### config.mk
export PLATFORM = sky130hd
export DESIGN_NAME = i2c_bit_engine
export DESIGN_NICKNAME = d
export VERILOG_FILES = /design/src/rtl/i2c_bit_engine_pkg.sv /design/src/rtl/i2c_bit_engine_prescaler.sv /design/src/rtl/i2c_bit_engine.sv
export SDC_FILE = /design/constraint.sdc
export NUM_CORES = 1
export LEC_CHECK = 0
export CORE_MARGIN = 2
export CORE_UTILIZATION = 42
export CTS_CLUSTER_DIAMETER = 150
export CTS_CLUSTER_SIZE = 28
export DETAILED_ROUTE_END_ITERATION = 12
export GPL_TIMING_DRIVEN = 0
export HOLD_SLACK_MARGIN = 0.06
export PLACE_DENSITY = 0.63
export SLEW_MARGIN = 10
export SYNTH_ARGS = -nofsm -noshare
export SYNTH_HDL_FRONTEND = slang
export SYNTH_SLANG_ARGS = --single-unit
### constraint.sdc
create_clock -name clock -period 2.4 [get_ports clock]
set_input_delay 0.24 -clock clock [delete_from_list [all_inputs] [get_ports clock]]
set_output_delay 0.24 -clock clock [all_outputs]
set_load 0.01 [all_outputs]
### src/rtl/i2c_bit_engine_pkg.sv
// Shared opcode, FSM state and bit-phase encodings for the I2C bit engine and its sequencer.
package i2c_bit_engine_pkg;

  typedef enum logic [1:0] {
    OP_START = 2'b00,
    OP_WRITE = 2'b01,
    OP_READ  = 2'b10,
    OP_STOP  = 2'b11
  } op_e;

  typedef enum logic [2:0] {
    ST_IDLE  = 3'd0,
    ST_START = 3'd1,
    ST_DATA  = 3'd2,
    ST_ACK   = 3'd3,
    ST_STOP  = 3'd4,
    ST_DONE  = 3'd5
  } state_e;

  typedef enum logic [1:0] {
    PH_0 = 2'd0,
    PH_1 = 2'd1,
    PH_2 = 2'd2,
    PH_3 = 2'd3
  } phase_e;

  function automatic state_e first_state(input op_e op);
    state_e st;
    case (op)
      OP_START:         st = ST_START;
      OP_WRITE, OP_READ: st = ST_DATA;
      OP_STOP:          st = ST_STOP;
      default:          st = ST_IDLE;
    endcase
    return st;
  endfunction

endpackage

### src/rtl/i2c_bit_engine_prescaler.sv
// Quarter-bit tick generator: one tick every CLK_DIV clocks, restarted from zero by clear or stall.
module i2c_bit_engine_prescaler #(
  parameter int CLK_DIV = 250,
  parameter int CNT_W   = 16
) (
  input  logic clock,
  input  logic reset_n,
  input  logic clear,
  input  logic stall,
  output logic tick
);

  logic [CNT_W-1:0] cnt_r;
  logic             wrap_s;

  assign wrap_s = (cnt_r == CNT_W'(CLK_DIV - 1));
  assign tick   = wrap_s && !clear && !stall;

  // Divider counter; a stall parks it at zero so counting resumes with a full period
  always_ff @(posedge clock or negedge reset_n) begin
    if (!reset_n) begin
      cnt_r <= '0;
    end else if (clear || stall || wrap_s) begin
      cnt_r <= '0;
    end else begin
      cnt_r <= cnt_r + CNT_W'(1);
    end
  end

endmodule

### src/rtl/i2c_bit_engine.sv
// Bit-level I2C PHY: runs one START/WRITE/READ/STOP command on open-drain SCL/SDA, one response each.
// Optional build macro I2C_CLOCK_STRETCH_EN honours slave clock stretching while SCL is released.
module i2c_bit_engine
  import i2c_bit_engine_pkg::*;
#(
  parameter int CLK_DIV = 250,
  parameter int CNT_W   = 16
) (
  input  logic       clock,
  input  logic       reset_n,
  input  logic       cmd_valid,
  output logic       cmd_ready,
  input  logic [1:0] cmd_op,
  input  logic [7:0] cmd_data,
  input  logic       cmd_ack_out,
  output logic       rsp_valid,
  output logic [7:0] rsp_data,
  output logic       rsp_nack,
  output logic       busy,
  input  logic       scl_in,
  input  logic       sda_in,
  output logic       scl_oe,
  output logic       sda_oe
);

  state_e      state_r;
  phase_e      phase_r;
  op_e         op_r;
  logic [2:0]  bit_cnt_r;
  logic [7:0]  tx_r;
  logic [7:0]  rx_r;
  logic        ack_r;
  logic        nack_r;
  logic [1:0]  scl_sync_r;
  logic [1:0]  sda_sync_r;
  logic        scl_oe_r;
  logic        sda_oe_r;
  logic        cmd_ready_r;
  logic        rsp_valid_r;
  logic [7:0]  rsp_data_r;
  logic        rsp_nack_r;
  logic        accept_s;
  logic        stall_s;
  logic        tick_s;

  assign accept_s  = cmd_valid && cmd_ready_r;
  assign cmd_ready = cmd_ready_r;
  assign busy      = ~cmd_ready_r;
  assign rsp_valid = rsp_valid_r;
  assign rsp_data  = rsp_data_r;
  assign rsp_nack  = rsp_nack_r;
  assign scl_oe    = scl_oe_r;
  assign sda_oe    = sda_oe_r;

`ifdef I2C_CLOCK_STRETCH_EN
  // Waiting for the p2 tick means SCL was released at p1; hold everything while the bus still reads low
  assign stall_s = (state_r != ST_IDLE) && (state_r != ST_DONE) &&
                   (phase_r == PH_2) && !scl_sync_r[1];
`else
  logic stretch_unused_s;
  assign stretch_unused_s = scl_sync_r[1];
  assign stall_s          = 1'b0;
`endif

  i2c_bit_engine_prescaler #(
    .CLK_DIV (CLK_DIV),
    .CNT_W   (CNT_W)
  ) u_prescaler (
    .clock   (clock),
    .reset_n (reset_n),
    .clear   (accept_s),
    .stall   (stall_s),
    .tick    (tick_s)
  );

  // Two-flop synchronizers for the asynchronous pad levels
  always_ff @(posedge clock or negedge reset_n) begin
    if (!reset_n) begin
      scl_sync_r <= 2'b11;
      sda_sync_r <= 2'b11;
    end else begin
      scl_sync_r <= {scl_sync_r[0], scl_in};
      sda_sync_r <= {sda_sync_r[0], sda_in};
    end
  end

  // Command FSM: each tick executes the action of phase_r and advances to the next phase
  always_ff @(posedge clock or negedge reset_n) begin
    if (!reset_n) begin
      state_r     <= ST_IDLE;
      phase_r     <= PH_0;
      op_r        <= OP_START;
      bit_cnt_r   <= 3'd7;
      tx_r        <= 8'h00;
      rx_r        <= 8'h00;
      ack_r       <= 1'b1;
      nack_r      <= 1'b0;
      scl_oe_r    <= 1'b0;
      sda_oe_r    <= 1'b0;
      cmd_ready_r <= 1'b1;
      rsp_valid_r <= 1'b0;
      rsp_data_r  <= 8'h00;
      rsp_nack_r  <= 1'b0;
    end else begin
      rsp_valid_r <= 1'b0;
      if (tick_s) begin
        phase_r <= phase_e'(phase_r + 2'd1);
      end
      case (state_r)
        ST_IDLE: begin
          if (accept_s) begin
            cmd_ready_r <= 1'b0;
            op_r        <= op_e'(cmd_op);
            tx_r        <= cmd_data;
            ack_r       <= cmd_ack_out;
            nack_r      <= 1'b0;
            bit_cnt_r   <= 3'd7;
            phase_r     <= PH_0;
            state_r     <= first_state(op_e'(cmd_op));
          end else begin
            cmd_ready_r <= 1'b1;
          end
        end
        ST_START: begin
          if (tick_s) begin
            case (phase_r)
              PH_0:    sda_oe_r <= 1'b0;
              PH_1:    scl_oe_r <= 1'b0;
              PH_2:    sda_oe_r <= 1'b1;
              PH_3: begin
                scl_oe_r <= 1'b1;
                state_r  <= ST_DONE;
              end
              default: state_r <= ST_DONE;
            endcase
          end
        end
        ST_DATA: begin
          if (tick_s) begin
            case (phase_r)
              PH_0: begin
                scl_oe_r <= 1'b1;
                sda_oe_r <= (op_r == OP_WRITE) ? ~tx_r[bit_cnt_r] : 1'b0;
              end
              PH_1:    scl_oe_r <= 1'b0;
              PH_2: begin
                if (op_r == OP_READ) begin
                  rx_r <= {rx_r[6:0], sda_sync_r[1]};
                end
              end
              PH_3: begin
                scl_oe_r <= 1'b1;
                if (bit_cnt_r == 3'd0) begin
                  state_r <= ST_ACK;
                end else begin
                  bit_cnt_r <= bit_cnt_r - 3'd1;
                end
              end
              default: state_r <= ST_ACK;
            endcase
          end
        end
        ST_ACK: begin
          if (tick_s) begin
            case (phase_r)
              PH_0: begin
                scl_oe_r <= 1'b1;
                sda_oe_r <= (op_r == OP_READ) ? ~ack_r : 1'b0;
              end
              PH_1:    scl_oe_r <= 1'b0;
              PH_2: begin
                if (op_r == OP_WRITE) begin
                  nack_r <= sda_sync_r[1];
                end
              end
              PH_3: begin
                scl_oe_r <= 1'b1;
                state_r  <= ST_DONE;
              end
              default: state_r <= ST_DONE;
            endcase
          end
        end
        ST_STOP: begin
          if (tick_s) begin
            case (phase_r)
              PH_0:    sda_oe_r <= 1'b1;
              PH_1:    scl_oe_r <= 1'b0;
              PH_2:    sda_oe_r <= 1'b0;
              PH_3:    state_r  <= ST_DONE;
              default: state_r  <= ST_DONE;
            endcase
          end
        end
        ST_DONE: begin
          rsp_valid_r <= 1'b1;
          rsp_nack_r  <= (op_r == OP_WRITE) ? nack_r : 1'b0;
          if (op_r == OP_READ) begin
            rsp_data_r <= rx_r;
          end
          state_r <= ST_IDLE;
        end
        default: begin
          state_r     <= ST_IDLE;
          cmd_ready_r <= 1'b1;
        end
      endcase
    end
  end

endmodule
==> results.toml <==
[timing]
worstMarginPinSlew_ps = 748
hold_viol_final = 0
maxSlewViolCount = 0
rsz0062_at_grt = "no"
setup_viol_count_final = 0
max_slew_margin_pct = 50.1
period_share_pct = 92.4
min_period_ps = 2220
max_freq_mhz = 451
worst_slack_ps = 184
tns_ps = 0
skew_ps = 10.5

[detailed_routing]
drt_first_pass_iters = 4
ant_nets = 0
drc_errors = 0
drt_wl_total_um = 6110
drtIter0Drc = 121
vias = 2171
vias_per_cell = 5.27
wl_per_cell_um = 14.8

[clocking]
cts_buffer_depth = 2
cts_tree = "done"
clock_sinks = 59
cts_buffers = 9
cts_resized = 0
worstSkewPairLatency_ps = 340
post_cts_buffers = 0
htreeDepth = 3
cts_root_buf = "clkbuf_8"
clk_pin_slew_ps = 80

[floorplanning]
io-pin-count = 30
fp.coreArea_um2 = 6870
fp.dieH_um = 88.5
die_area_um2 = 7840
die-width_um = 88.5
start_util_pct = 43.7
rows = 30

[critical_path]
cp-start-kind = "flop"
critPathMaxFanout = 10
reg2reg_from = "state_r[2]"
end_kind = "flop"
worstPathArrival_ps = 2450
required_ps = 2630
critical_path_class = "reg -> reg"
crit_start = "state_r[2]"

[synthesis]
ys_ff_latch = 59
ys_seq_area_share_pct = 49.5
synth_area_per_cell_um2 = 11.1
synth_nets = 297
synth_cell_types = 50
synth_edf_count = 0
synth.yosys.warnings = 0
synth_area_um2 = 3000
async_flop_share_pct = 100
synth_ff_type = "dfrtp_1"
syn_inst = 271

[global_routing]
grt_pass1_vias = 2112
grt_pass1_wl_um = 10400
gr-total-overflow = 0
grt_max_degree = 60
antenna_found_initial = 0
track_usage_pct = 17.3

[layout]
fill_cells = 631
fin_nets = 337
fin_util_pct = 52.7
drive_gt1_share_pct = 19.6
insertedDiodeCount = 0
syn_to_final_growth_pct = 20.5
stdcell_area_um2 = 3620

[power_and_ir_drop]
powerDensity_nw_per_um2 = 552
cellLeakagePower_uw = 0.00156
finalPower_uw = 2000
ir_worst_vdd_mv = 0.465

[outcome]
status = "finished clean"

[job]
drv_cap = 0

[placement]
hpwl_um = 4300
gp_congestion = 0.868
io_buffers = 28
place_ws_ps = 211
placed_cell_area_um2 = 3400

[min_path]
hp-class = "in -> reg"
hold_start = "sda_in"
## through the flow
stage / cells / hold WS (ps)
2_1_floorplan: 271 / -55.6
3_5_place_dp: 395 / 351
4_1_cts: 412 / 289
6_report: 412 / 302
3_3_place_gp: 395 / 346
5_1_grt: 412 / 310
## flip-flops by register name, indices dropped and copies added (netlist names)
| signal | count |
|---|---|
| ack_r | 1 |
| nack_r | 1 |
| rx_r | 8 |
| rsp_valid | 1 |
| phase_r | 2 |
| scl_oe | 1 |
| rsp_data | 8 |
| sda_oe | 1 |
| u_prescaler.cnt_r | 16 |
| state_r | 3 |
| op_r | 2 |
| cmd_ready | 1 |
| tx_r | 8 |
| bit_cnt_r | 3 |
| sda_sync_r | 2 |
| rsp_nack | 1 |
## power by group
part           internal, uW  switching (uW)  total [uW]
registers               997           0.667         998
logic                  22.4            24.0        46.4
clock network           499             455         953
total                  1520             479        2000
## cells in the final DEF, fill, tap and decap left out, types with 4 or more instances in the layout
master           Yosys  final
a21oi_1              5      5
clkbuf_1             8      8
clkbuf_8             0      9
clkdlybuf4s50_1      0     27
dfrtp_1             52     52
dfstp_2              7      7
ha_1                10     10
inv_1               13     13
mux2_2              27     27
nand2_1             13     13
nand3_1             11     11
nand4_1              9      9
nor2_1              25     25
nor2b_1              7      7
nor3_1               6      6
nor4_1               6      6
o21ai_0              8      8
xnor2_1             10     10
xor2_1               4      4
## critical path: stages (launching register included)
cell     delay, ps
dfrtp_1        380
buf_6          140
nor2_1         480
nand2_1        230
nor4_4         470
mux2_2         400
## final timing paths
| check | to | slack [ps] | cells after the start |
|---|---|---|---|
| worst max-delay path | rx_r[1] | 180 | 5 |
| worst min-delay path | sda_sync_r[0] | 300 | 1 |
| worst max register to register | rx_r[1] | 180 | 5 |
| max in group asynchronous | rsp_valid | 1400 | 2 |
| min in group asynchronous | state_r[1] | 500 | 2 |
| worst min register to register | sda_sync_r[1] | 360 | 0 |
## final cells by class
class	count	area (um2)	share of cell area, %
Sequential cell	59	1490	41.1
Multi-Input combinational cell	188	1420	39.2
Timing Repair Buffer	29	288	7.96
Clock buffer	9	124	3.42
Tap cell	96	120	3.32
Clock inverter	7	83.8	2.32
Buffer	11	51.3	1.42
Inverter	13	48.8	1.35
## synth_stat cells (2+ instances only)
cell type | instances | area, um2
o21ai_0 | 8 | 40.0
or4_1 | 2 | 15.0
ha_1 | 10 | 125
mux4_2 | 2 | 45.0
or3_1 | 2 | 12.5
xor2_1 | 4 | 35.0
mux2_2 | 27 | 304
nor2b_1 | 7 | 43.8
xnor2_1 | 10 | 87.6
inv_1 | 13 | 48.8
nand4_1 | 9 | 56.3
nor3_1 | 6 | 30.0
and3_1 | 3 | 18.8
dfstp_2 | 7 | 184
nor4_4 | 2 | 42.5
nor4_1 | 6 | 37.5
nor2_1 | 25 | 93.8
and2_1 | 3 | 18.8
and4_1 | 3 | 26.3
a211oi_1 | 2 | 15.0
buf_2 | 2 | 10.0
o221ai_1 | 2 | 17.5
clkbuf_1 | 8 | 30.0
dfrtp_1 | 52 | 1300
nand3_1 | 11 | 55.1
a31oi_1 | 3 | 18.8
nand2_1 | 13 | 48.8
o31ai_1 | 3 | 22.5
a21oi_1 | 5 | 25.0
## cell families after synthesis
group	after synthesis	share of synthesized area, %
AOI/OAI and AO/OA	33	7.67
xor gates and xnor gates	14	4.08
adders and majority gates	10	4.17
buffers and inverters	24	3.33
DFF	59	49.5
muxes	30	12.0
and+or+nand+nor	101	19.3
## timing repair
action / in CTS / in global routing
endpoints found under the hold margin: 52 / 0
endpoints found under the setup margin: 0 / 0
hold buffers: 1 / 0
## per-layer routing
| layer | part of all wire (%) | vias up | global-route usage (%) |
|---|---|---|---|
| met3 | 3.6 | 11 | 4.66 |
| met2 | 49 | 36 | 27.1 |
| met5 | 0 | - | 0 |
| met4 | 1.8 | 0 | 6.34 |
| met1 | 46 | 1065 | 23.2 |
| li1 | - | 1059 | - |
No activity file was read; power rests on OpenSTA's default activity.
